$ cat config.mk
export PLATFORM = sky130hd
export DESIGN_NAME = pll_clkgen_flat
export DESIGN_NICKNAME = d
export VERILOG_FILES = /design/src/rtl/pll_clkgen_pkg.sv /design/src/rtl/pll_clkgen_if.sv /design/src/rtl/pll_lock_timer.sv /design/src/rtl/pll_clkgen.sv /design/src/flat_wrapper.sv
export SDC_FILE = /design/constraint.sdc
export NUM_CORES = 1
export LEC_CHECK = 0
export CORE_UTILIZATION = 40
export CTS_CLUSTER_DIAMETER = 40
export CTS_CLUSTER_SIZE = 12
export DETAILED_ROUTE_END_ITERATION = 6
export PLACE_DENSITY = 0.55
export SYNTH_ARGS = -nofsm -noshare
export SYNTH_HDL_FRONTEND = slang
export SYNTH_SLANG_ARGS = --single-unit
$ cat constraint.sdc
create_clock -name sys_clk -period 3.6 [get_ports sys_clk]
set_input_delay 0.36 -clock sys_clk [delete_from_list [all_inputs] [get_ports sys_clk]]
set_output_delay 0.36 -clock sys_clk [all_outputs]
set_load 0.05 [all_outputs]
$ cat src/rtl/pll_clkgen_pkg.sv
// Shared constants, lock-timer state type and phase-point helper for pll_clkgen.
package pll_clkgen_pkg;

   localparam int unsigned DEFAULT_BASE_DIV    = 20;
   localparam int unsigned DEFAULT_LOCK_CYCLES = 64;

   typedef enum logic {
      ST_LOCKING,
      ST_LOCKED
   } lock_state_t;

   typedef struct packed {
      int unsigned quarter;
      int unsigned half;
      int unsigned fifth;
   } phase_points_t;

   // Decode thresholds within one base period of base_div sys_clk cycles.
   function automatic phase_points_t phase_points(input int unsigned base_div);
      phase_points_t pts;
      pts.quarter = base_div / 4;
      pts.half    = base_div / 2;
      pts.fifth   = base_div / 5;
      return pts;
   endfunction

endpackage

$ cat src/rtl/pll_clkgen_if.sv
// Bundle of the generated waveforms and lock flag; master drives, slave observes.
interface pll_clkgen_if;
   logic clk_mul_2;
   logic clk_div;
   logic clk_pha_90;
   logic clk_duc_20;
   logic locked;

   modport master (
      output clk_mul_2,
      output clk_div,
      output clk_pha_90,
      output clk_duc_20,
      output locked
   );

   modport slave (
      input clk_mul_2,
      input clk_div,
      input clk_pha_90,
      input clk_duc_20,
      input locked
   );
endinterface

$ cat src/rtl/pll_lock_timer.sv
// Counts sys_clk edges after reset release and raises locked on the
// LOCK_CYCLES-th one. lock_next is the value locked takes at the coming edge,
// letting the waveform registers start on the same edge as locked.
module pll_lock_timer
   import pll_clkgen_pkg::*;
#(
   parameter int unsigned LOCK_CYCLES = DEFAULT_LOCK_CYCLES
) (
   input  logic sys_clk,
   input  logic sys_rst,
   output logic locked,
   output logic lock_next
);

   localparam int unsigned CW = $clog2(LOCK_CYCLES + 1);

   lock_state_t   state;
   logic [CW-1:0] cnt;
   logic          last_count;

   // Terminal count and next-state view of locked.
   always_comb begin
      last_count = (cnt == CW'(LOCK_CYCLES - 1));
      lock_next  = !sys_rst && ((state == ST_LOCKED) || last_count);
   end

   // Lock FSM: count while locking, then hold locked until reset.
   always_ff @(posedge sys_clk) begin
      if (sys_rst) begin
         state  <= ST_LOCKING;
         cnt    <= '0;
         locked <= 1'b0;
      end else begin
         case (state)
            ST_LOCKING: begin
               if (last_count) begin
                  state  <= ST_LOCKED;
                  locked <= 1'b1;
               end else begin
                  cnt <= cnt + CW'(1);
               end
            end
            ST_LOCKED: locked <= 1'b1;
            default: begin
               state  <= ST_LOCKING;
               locked <= 1'b0;
            end
         endcase
      end
   end

endmodule

$ cat src/rtl/pll_clkgen.sv
// Counter-based stand-in for the board PLL: x2, /2, 90-degree and 20%-duty
// waveforms derived from a base period of BASE_DIV sys_clk cycles.
module pll_clkgen
   import pll_clkgen_pkg::*;
#(
   parameter int unsigned BASE_DIV    = DEFAULT_BASE_DIV,
   parameter int unsigned LOCK_CYCLES = DEFAULT_LOCK_CYCLES
) (
   input  logic         sys_clk,
   input  logic         sys_rst,
   pll_clkgen_if.master clk_bus
);

   localparam phase_points_t PTS     = phase_points(BASE_DIV);
   localparam int unsigned   PW      = $clog2(BASE_DIV);
   localparam logic [PW-1:0] LAST    = PW'(BASE_DIV - 1);
   localparam logic [PW-1:0] QUARTER = PW'(PTS.quarter);
   localparam logic [PW-1:0] HALF    = PW'(PTS.half);
   localparam logic [PW-1:0] THREE_Q = PW'(PTS.half + PTS.quarter);
   localparam logic [PW-1:0] FIFTH   = PW'(PTS.fifth);

   if ((BASE_DIV % 20) != 0 || BASE_DIV < 20 || LOCK_CYCLES < 1) begin : g_param_check
      $error("pll_clkgen: BASE_DIV must be a nonzero multiple of 20 and LOCK_CYCLES >= 1");
   end

   logic          locked_q;
   logic          lock_next;
   logic [PW-1:0] ph;
   logic [PW-1:0] ph_n;
   logic [PW-1:0] ph_fold;
   logic          div_sel;
   logic          div_n;

   pll_lock_timer #(
      .LOCK_CYCLES (LOCK_CYCLES)
   ) u_lock (
      .sys_clk   (sys_clk),
      .sys_rst   (sys_rst),
      .locked    (locked_q),
      .lock_next (lock_next)
   );

   assign clk_bus.locked = locked_q;

   // Next phase: the first locked cycle starts at ph=0/div_sel=0, then ph
   // wraps at BASE_DIV-1 and toggles div_sel on each wrap.
   always_comb begin
      ph_n  = '0;
      div_n = 1'b0;
      if (locked_q) begin
         if (ph == LAST) begin
            ph_n  = '0;
            div_n = ~div_sel;
         end else begin
            ph_n  = ph + PW'(1);
            div_n = div_sel;
         end
      end
      ph_fold = (ph_n >= HALF) ? (ph_n - HALF) : ph_n;
   end

   // Phase state and registered waveform decode; all zero until lock.
   always_ff @(posedge sys_clk) begin
      if (sys_rst || !lock_next) begin
         ph                 <= '0;
         div_sel            <= 1'b0;
         clk_bus.clk_mul_2  <= 1'b0;
         clk_bus.clk_div    <= 1'b0;
         clk_bus.clk_pha_90 <= 1'b0;
         clk_bus.clk_duc_20 <= 1'b0;
      end else begin
         ph                 <= ph_n;
         div_sel            <= div_n;
         clk_bus.clk_mul_2  <= (ph_fold < QUARTER);
         clk_bus.clk_div    <= ~div_n;
         clk_bus.clk_pha_90 <= (ph_n >= QUARTER) && (ph_n < THREE_Q);
         clk_bus.clk_duc_20 <= (ph_n < FIFTH);
      end
   end

endmodule

$ cat src/flat_wrapper.sv
// flat-port wrapper written by rule: the top's interface ports become plain ports
module pll_clkgen_flat import pll_clkgen_pkg::*;
#(
   parameter int unsigned BASE_DIV    = DEFAULT_BASE_DIV,
   parameter int unsigned LOCK_CYCLES = DEFAULT_LOCK_CYCLES
)
  (sys_clk, sys_rst, clk_bus_clk_mul_2, clk_bus_clk_div, clk_bus_clk_pha_90, clk_bus_clk_duc_20, clk_bus_locked);
  pll_clkgen_if clk_bus_i ();
  input  logic sys_clk;
  input  logic sys_rst;
  output wire logic [$bits(clk_bus_i.clk_mul_2)-1:0] clk_bus_clk_mul_2;
  output wire logic [$bits(clk_bus_i.clk_div)-1:0] clk_bus_clk_div;
  output wire logic [$bits(clk_bus_i.clk_pha_90)-1:0] clk_bus_clk_pha_90;
  output wire logic [$bits(clk_bus_i.clk_duc_20)-1:0] clk_bus_clk_duc_20;
  output wire logic [$bits(clk_bus_i.locked)-1:0] clk_bus_locked;
  assign clk_bus_clk_mul_2 = clk_bus_i.clk_mul_2;
  assign clk_bus_clk_div = clk_bus_i.clk_div;
  assign clk_bus_clk_pha_90 = clk_bus_i.clk_pha_90;
  assign clk_bus_clk_duc_20 = clk_bus_i.clk_duc_20;
  assign clk_bus_locked = clk_bus_i.locked;
  pll_clkgen #(.BASE_DIV(BASE_DIV), .LOCK_CYCLES(LOCK_CYCLES)) u_core (.sys_clk(sys_clk), .sys_rst(sys_rst), .clk_bus(clk_bus_i));
endmodule
==> results by group, run 1 <==
STA
  • Setup WS post-layout: 1.17 ns
  • Skew final: 0.00103 ns
  • Slew HR: 61.9%
  • RSZ-0062 raised after global routing: false
  • Worst-Margin Slew: 0.571 ns
  • Final setup viols: 0
  • Fin crit period: 2.43 ns
  • Setup_tns: 0 ns
  • Final Hold Viols: 0
  • Slew Viols, Final: 0
  • Tcrit/Tclk final: 67.4%
  • Peak Freq: 0.412 GHz

Global route
  • Grt met3 use: 6.14%
  • Met1 Use GR: 21.5%
  • GRT Residual Overflow: 0
  • GRT Total Usage: 14.9%
  • Met2 Use GR: 19.0%
  • Busiest layer in global routing: met1
  • Vias in the first global route: 641
  • First-pass GRT wire length: 2870 um
  • Largest net degree at the start of global routing: 14
  • Initial antenna violation count: 0

Worst setup path
  • Top delay family on crit path: simple AND/OR/NAND/NOR gates
  • Crit path kind: flop to flop
  • FF-to-FF Start: u_core.ph[0]$_SDFF_PP0_
  • CP cell instances: ha_1 -> and4bb_1 -> or3_1 -> ha_1 -> o41ai_2 -> nand2b_1 -> a211o_1 -> a2111oi_2
  • Worst setup path startpoint: u_core.ph[0]$_SDFF_PP0_
  • Flop2flop setup slack: 1.17 ns
  • Critical Path AT: 2.61 ns
  • Worst path depth: 8
  • CP Buf/Inv Count: 0
  • Crit-path most repeated cell: ha_1
  • CP endpoint kind: flop
  • CP max-delay cell: or3_1
  • Crit path capture: u_core.clk_bus.clk_mul_2$_SDFF_PP0_
  • Startpoint class of the critical path: flop
  • Worst r2r path cells: 8
  • Crit Path Max Fanout: 8
  • RR Endpoint: u_core.clk_bus.clk_mul_2$_SDFF_PP0_
  • CP required: 3.79 ns
  • Largest stage delay, worst path: 0.38 ns

Synthesis
  • Synthesized area per cell: 8.65 sq um
  • Top FF cell, synth: dfxtp_1
  • Synth warnings: 0
  • Synth Net Count: 121
  • Sequential fraction of the synthesis area: 38.6%
  • Post-Synthesis Cells: 114
  • Yosys cell types: 37
  • Synthesized flop and latch total: 19
  • Syn Std Cell Area: 986 sq um
  • EDFF count, synth: 0
  • Synth async-reset ratio: 0%

Clock network
  • Clock slew at reported path FFs: 0.09 ns
  • CTS Buf Count: 3
  • TritonCTS clock tree: done
  • Root Driver: clkbuf_4
  • Hold buffer count at cts: 0
  • CTS H-tree lvls: 1
  • Resize count post-CTS: 0
  • Clk Latency, worst-skew pair: 0.29 ns
  • CTS Sinks: 19
  • CTS max path bufs: 2
  • Setup repair bufs after CTS: 0

Job
  • MaxCap Viol Count: 0

Power and ir drop
  • P_leak: 0.388 nW
  • Max IR drop VDD: 0.339 mV
  • Sw Ratio: 20.0%
  • Gate power share: 2.6%
  • Clk network pwr share: 31.1%
  • Total power: 0.326 mW
  • Reg power frac: 66.2%
  • Switching Power: 0.0650 mW
  • Internal cell power: 0.260 mW
  • Power per cell area: 306 nW/um^2

Finish
  • Layout cell share with drive strength beyond 1: 5.08%
  • Nets: 126
  • Antenna Cells: 0
  • Most frequent cells in the layout: dfxtp_1, nor2_1, inv_1, nand2_1, nand2b_1
  • Utilization after layout: 46.8%
  • Most common cell after layout, fill and taps aside: dfxtp_1
  • Synthesis-to-layout area growth: 7.99%

Routing
  • Post-route ant nets: 0
  • Total iterations of the first detailed-routing run: 4
  • Routed via count: 749
  • Average routed wire per standard cell: 11.7 um
  • DRT Wirelength: 1710 um
  • Via-to-Cell Ratio: 5.13
  • Drt first-iter violations: 16
  • DRC Markers: 0

Placed design
  • Port bufs: 6
  • Dpl hpwl: 1280 um
  • Pre-CTS setup slack: 1.18 ns
  • GPL Wtd Cong: 0.819

Worst hold path
  • Hold Path Class: flop to flop

Floorplanning
  • Initial core utilization: 43.3%
  • Core region area: 2280 sq um
  • Die width: 51.6 um
  • Number of core rows: 17
  • Num ports: 7
  • Die Y: 51.6 um
  • Die footprint: 2670 sq um

Outcome
  • Status: finished, final reports clean
-- cell families (layout without fill, tap and decap cells) --
| group | count (synthesis) | in the layout | synth area share, % |
|---|---|---|---|
| DFF | 19 | 19 | 38.6 |
| AOI/OAI and AO/OA | 18 | 18 | 13.6 |
| buffers and inverters | 15 | 19 | 7.74 |
| and+or+nand+nor | 49 | 49 | 26.5 |
| adders and majority gates | 5 | 5 | 6.35 |
| muxes | 1 | 1 | 1.02 |
| xor gates and xnor gates | 7 | 7 | 6.22 |
-- through the flow --
step	std cells	hold slack, ns	instance area (sq um)
2_1_floorplan	114	0.458	986
3_3_place_gp	142	0.468	1040
3_5_place_dp	142	0.473	1040
4_1_cts	146	0.487	1060
5_1_grt	146	0.509	1060
6_report	146	0.489	1060
-- sequential cells by signal (all words and copies together) (netlist names) --
register,count
u_core.clk_bus.clk_div,1
u_core.clk_bus.clk_duc_20,1
u_core.clk_bus.clk_mul_2,1
u_core.clk_bus.clk_pha_90,1
u_core.div_sel,1
u_core.ph,5
u_core.u_lock.cnt,7
u_core.u_lock.locked,1
u_core.u_lock.state,1
-- synthesized netlist by cell type, drive strengths merged (2+ instances only) --
cell type,n,area [sq um]
or3,2,12.5
inv,9,33.8
nor3,3,15.0
nand2,8,30.0
nor3b,2,15.0
nand3,5,25.0
nor2,12,45.0
nand4,3,18.8
dfxtp,19,380
buf,4,35.0
ha,5,62.6
clkbuf,2,7.51
o21ai,6,30.0
a21oi,2,10.0
xor2,4,35.0
a31oi,3,18.8
xnor2,3,26.3
nand2b,7,43.8
-- cell type report --
class	count	area [sq um]
clock buffers	4	26.3
fillers	217	1210
inverters	9	33.8
multi-input cells	80	529
flip-flops and latches	19	380
well taps	28	35.0
repair buffers	6	60.1
-- power by group through the flow --
stage / Clock [mW] / Combinational, mW / Sequential (mW)
floorplan: 0 / 0.00669 / 0.220
global placement: 0 / 0.00862 / 0.220
detailed placement: 0 / 0.00876 / 0.220
CTS: 0.106 / 0.00888 / 0.216
global route: 0.115 / 0.00982 / 0.216
finish: 0.101 / 0.00859 / 0.216
-- how the worst min path moves through the flow --
stage               depth (start not counted)                               from  slack, ns                           endpoint
CTS                                         1  u_core.u_lock.cnt[6]$_SDFFE_PP0P_       0.49  u_core.u_lock.cnt[6]$_SDFFE_PP0P_
floorplan                                   1  u_core.u_lock.cnt[6]$_SDFFE_PP0P_       0.46  u_core.u_lock.cnt[6]$_SDFFE_PP0P_
global placement                            1  u_core.u_lock.cnt[6]$_SDFFE_PP0P_       0.47  u_core.u_lock.cnt[6]$_SDFFE_PP0P_
finish                                      1  u_core.u_lock.cnt[6]$_SDFFE_PP0P_       0.49  u_core.u_lock.cnt[6]$_SDFFE_PP0P_
detailed placement                          1  u_core.u_lock.cnt[6]$_SDFFE_PP0P_       0.47  u_core.u_lock.cnt[6]$_SDFFE_PP0P_
global route                                1  u_core.u_lock.cnt[6]$_SDFFE_PP0P_       0.51  u_core.u_lock.cnt[6]$_SDFFE_PP0P_
-- per-layer routing --
layer  routed length [um]  up-vias  share of wire [%]
met1                  968      331                 57
li1                     -      399                  -
met2                  646       17                 38
met5                    0        -                  0
met4                   18        0                1.1
met3                   78        2                4.6
(Power assumes the default switching activity.)
==> inputs of run 2 (changes only) <==
clock period = 2.35 ns   (was 3.6 ns; I/O delays follow)
==> run 2 against run 1 <==
  * Global-route usage is 1.6 points higher
  * Fmax up 8.8%
  * Sequential cell count did not move
  * Utilization is 2.9 points higher
  * Total power is 54% higher
  * First-iteration DRC count up 6.3%
  * Combinational power increased by 64%
  * Routed wire length is 7.1% higher
  * Via count rose by 7.6%
  * Final cell count rose by 4.8%
  * Worst setup slack worse by 1.1 ns
  * Non-clock buffer count increased by 7
  * Critical path type unchanged
==> results by group, run 2 (synthesis results as in run 1) <==
Power and ir drop
  • Total power: 0.500 mW (+54%)
  • Power per cell area: 442 nW/um^2 (+45%)
  • P_leak: 0.421 nW (+8.7%)
  • Max IR drop VDD: 0.414 mV (+22%)

Routing
  • Total iterations of the first detailed-routing run: 4 (unchanged)
  • DRC Markers: 0 (unchanged)
  • Drt first-iter violations: 17 (+1)
  • Routed via count: 806 (+7.6%)
  • Via-to-Cell Ratio: 5.27 (+2.7%)
  • DRT Wirelength: 1830 um (+7.1%)
  • Average routed wire per standard cell: 12.0 um (+2.2%)
  • Post-route ant nets: 0 (unchanged)

Worst setup path
  • CP endpoint kind: flop
  • Worst r2r path cells: 8 (unchanged)
  • Flop2flop setup slack: 0.12 ns (-1.05 ns)
  • CP max-delay cell: or3_1
  • Startpoint class of the critical path: flop
  • CP required: 2.54 ns (-1.25 ns)
  • Top delay family on crit path: simple AND/OR/NAND/NOR gates
  • FF-to-FF Start: u_core.ph[0]$_SDFF_PP0_
  • CP Buf/Inv Count: 0 (unchanged)
  • RR Endpoint: u_core.clk_bus.clk_mul_2$_SDFF_PP0_
  • CP cell instances: ha_4 -> and4bb_1 -> or3_1 -> ha_1 -> o41ai_2 -> nand2b_1 -> a211o_1 -> a2111oi_2
  • Crit path kind: flop to flop
  • Critical Path AT: 2.42 ns (-0.19 ns)
  • Largest stage delay, worst path: 0.38 ns (about the same)
  • Crit Path Max Fanout: 5 (-3)

Clock network
  • Root Driver: clkbuf_4
  • CTS H-tree lvls: 1 (unchanged)
  • CTS Sinks: 19 (unchanged)
  • Clk Latency, worst-skew pair: 0.29 ns (about the same)
  • CTS max path bufs: 2 (unchanged)
  • Hold buffer count at cts: 0 (unchanged)
  • Clock slew at reported path FFs: 0.10 ns (about the same)
  • TritonCTS clock tree: done
  • CTS Buf Count: 3 (unchanged)

Floorplanning
  • Core region area: 2280 sq um (unchanged)
  • Num ports: 7 (unchanged)
  • Die footprint: 2670 sq um (unchanged)
  • Number of core rows: 17 (unchanged)
  • Initial core utilization: 43.3% (unchanged)
  • Die Y: 51.6 um (unchanged)
  • Die width: 51.6 um (unchanged)

Job
  • MaxCap Viol Count: 0 (unchanged)

STA
  • Tcrit/Tclk final: 94.9% (+28 points)
  • RSZ-0062 raised after global routing: false
  • Peak Freq: 0.448 GHz (+8.8%)
  • Final Hold Viols: 0 (unchanged)
  • Skew final: 0.00152 ns (+0.000496 ns)
  • Fin crit period: 2.23 ns (-0.196 ns)
  • Setup_tns: 0 ns (unchanged)
  • Slew Viols, Final: 0 (unchanged)
  • Min Hold Slack: 0.488 ns (-0.000987 ns)
  • Slew HR: 61.1% (-0.80 points)
  • Final setup viols: 0 (unchanged)
  • Setup WS post-layout: 0.119 ns (-1.05 ns)
  • Worst-Margin Slew: 0.583 ns (+0.0121 ns)

Placed design
  • Placed Cells: 149 (+4.9%)
  • GPL Wtd Cong: 0.895 (+9.3%)
  • Port bufs: 6 (unchanged)
  • Dpl hpwl: 1380 um (+8.1%)
  • Pre-CTS setup slack: 0.0666 ns (-1.11 ns)
  • Cell Area, Placed: 1090 sq um (+5.1%)

Global route
  • GRT Total Usage: 16.5% (+1.6 points)
  • Initial antenna violation count: 0 (unchanged)
  • First-pass GRT wire length: 3260 um (+13%)
  • Largest net degree at the start of global routing: 13 (-1)
  • GRT Residual Overflow: 0 (unchanged)
  • Vias in the first global route: 751 (+17%)

Finish
  • Largest registers: u_core.u_lock.cnt x7, u_core.ph x5
  • Most frequent cells in the layout: dfxtp_1, nor2_1, inv_1, nand2_1
  • Nets: 133 (+5.6%)
  • Synthesis-to-layout area growth: 14.7%
  • Most common cell after layout, fill and taps aside: dfxtp_1
  • Utilization after layout: 49.7% (+2.9 points)
  • Most flop-heavy register: u_core.u_lock.cnt
  • Antenna Cells: 0 (unchanged)
  • Finished Cell Area: 1130 sq um (+6.2%)
  • Largest register FFs: 7 (unchanged)
  • Final Non-Filler Cells: 153 (+4.8%)
  • Layout cell share with drive strength beyond 1: 12.0% (+6.9 points)

Worst hold path
  • Hold Path Class: flop to flop
  • Hold Path End: u_core.u_lock.cnt[6]$_SDFFE_PP0P_
  • Worst hold start: u_core.u_lock.cnt[6]$_SDFFE_PP0P_
  • Min-Delay Path Depth: 1 (unchanged)

Outcome
  • Status: finished, final reports clean
[run 2: power breakdown]
part	internal [mW]	total, mW	switching [mW]	leakage (nW)
Combinational	0.00769	0.0141	0.00636	0.252
Clock	0.0660	0.155	0.0895	0.0150
Sequential	0.326	0.330	0.00393	0.154
Total	0.400	0.500	0.0998	0.421
[run 2: repair_timing]
| item | 4_1_cts | 5_1_grt |
|---|---|---|
| gates resized for setup | 0 | 2 |
| buffers inserted | 0 | 0 |
| endpoints found under the setup margin | 0 | 1 |
| hold endpoints to repair | 0 | 0 |
[run 2: final cells by class]
type / instances / area (sq um)
Clock buffer: 4 / 26.3
Fill cell: 214 / 1140
Inverter: 9 / 33.8
Multi-Input combinational cell: 80 / 542
Sequential cell: 19 / 382
Tap cell: 28 / 35.0
Timing Repair Buffer: 13 / 113
[run 2: worst max path at each step]
stage,start,endpoint,slack [ns],cells past startpoint
floorplan,u_core.u_lock.locked$_SDFFE_PP0N_,u_core.clk_bus.clk_mul_2$_SDFF_PP0_,0.02,7
finish,u_core.ph[0]$_SDFF_PP0_,u_core.clk_bus.clk_mul_2$_SDFF_PP0_,0.12,8
detailed placement,u_core.ph[0]$_SDFF_PP0_,u_core.clk_bus.clk_mul_2$_SDFF_PP0_,0.07,8
CTS,u_core.ph[0]$_SDFF_PP0_,u_core.clk_bus.clk_mul_2$_SDFF_PP0_,0.05,8
global route,u_core.ph[0]$_SDFF_PP0_,u_core.clk_bus.clk_mul_2$_SDFF_PP0_,0.02,8
global placement,u_core.ph[0]$_SDFF_PP0_,u_core.clk_bus.clk_mul_2$_SDFF_PP0_,0.15,8
[run 2: routing by layer]
layer	share of wire [%]	routed length (um)	global-route usage, %	vias to the layer above
met4	0.60	11	4.05	0
met1	55	1000	23.7	372
met3	3.8	69	5.26	2
met5	0	0	0	-
met2	41	751	23.4	16
li1	-	-	-	416
==> inputs of run 3 (changes only) <==
CAP_MARGIN = 25   (was unset)
==> results of run 3 <==
The final DEF is identical to that of run 2; final timing and power are the same.
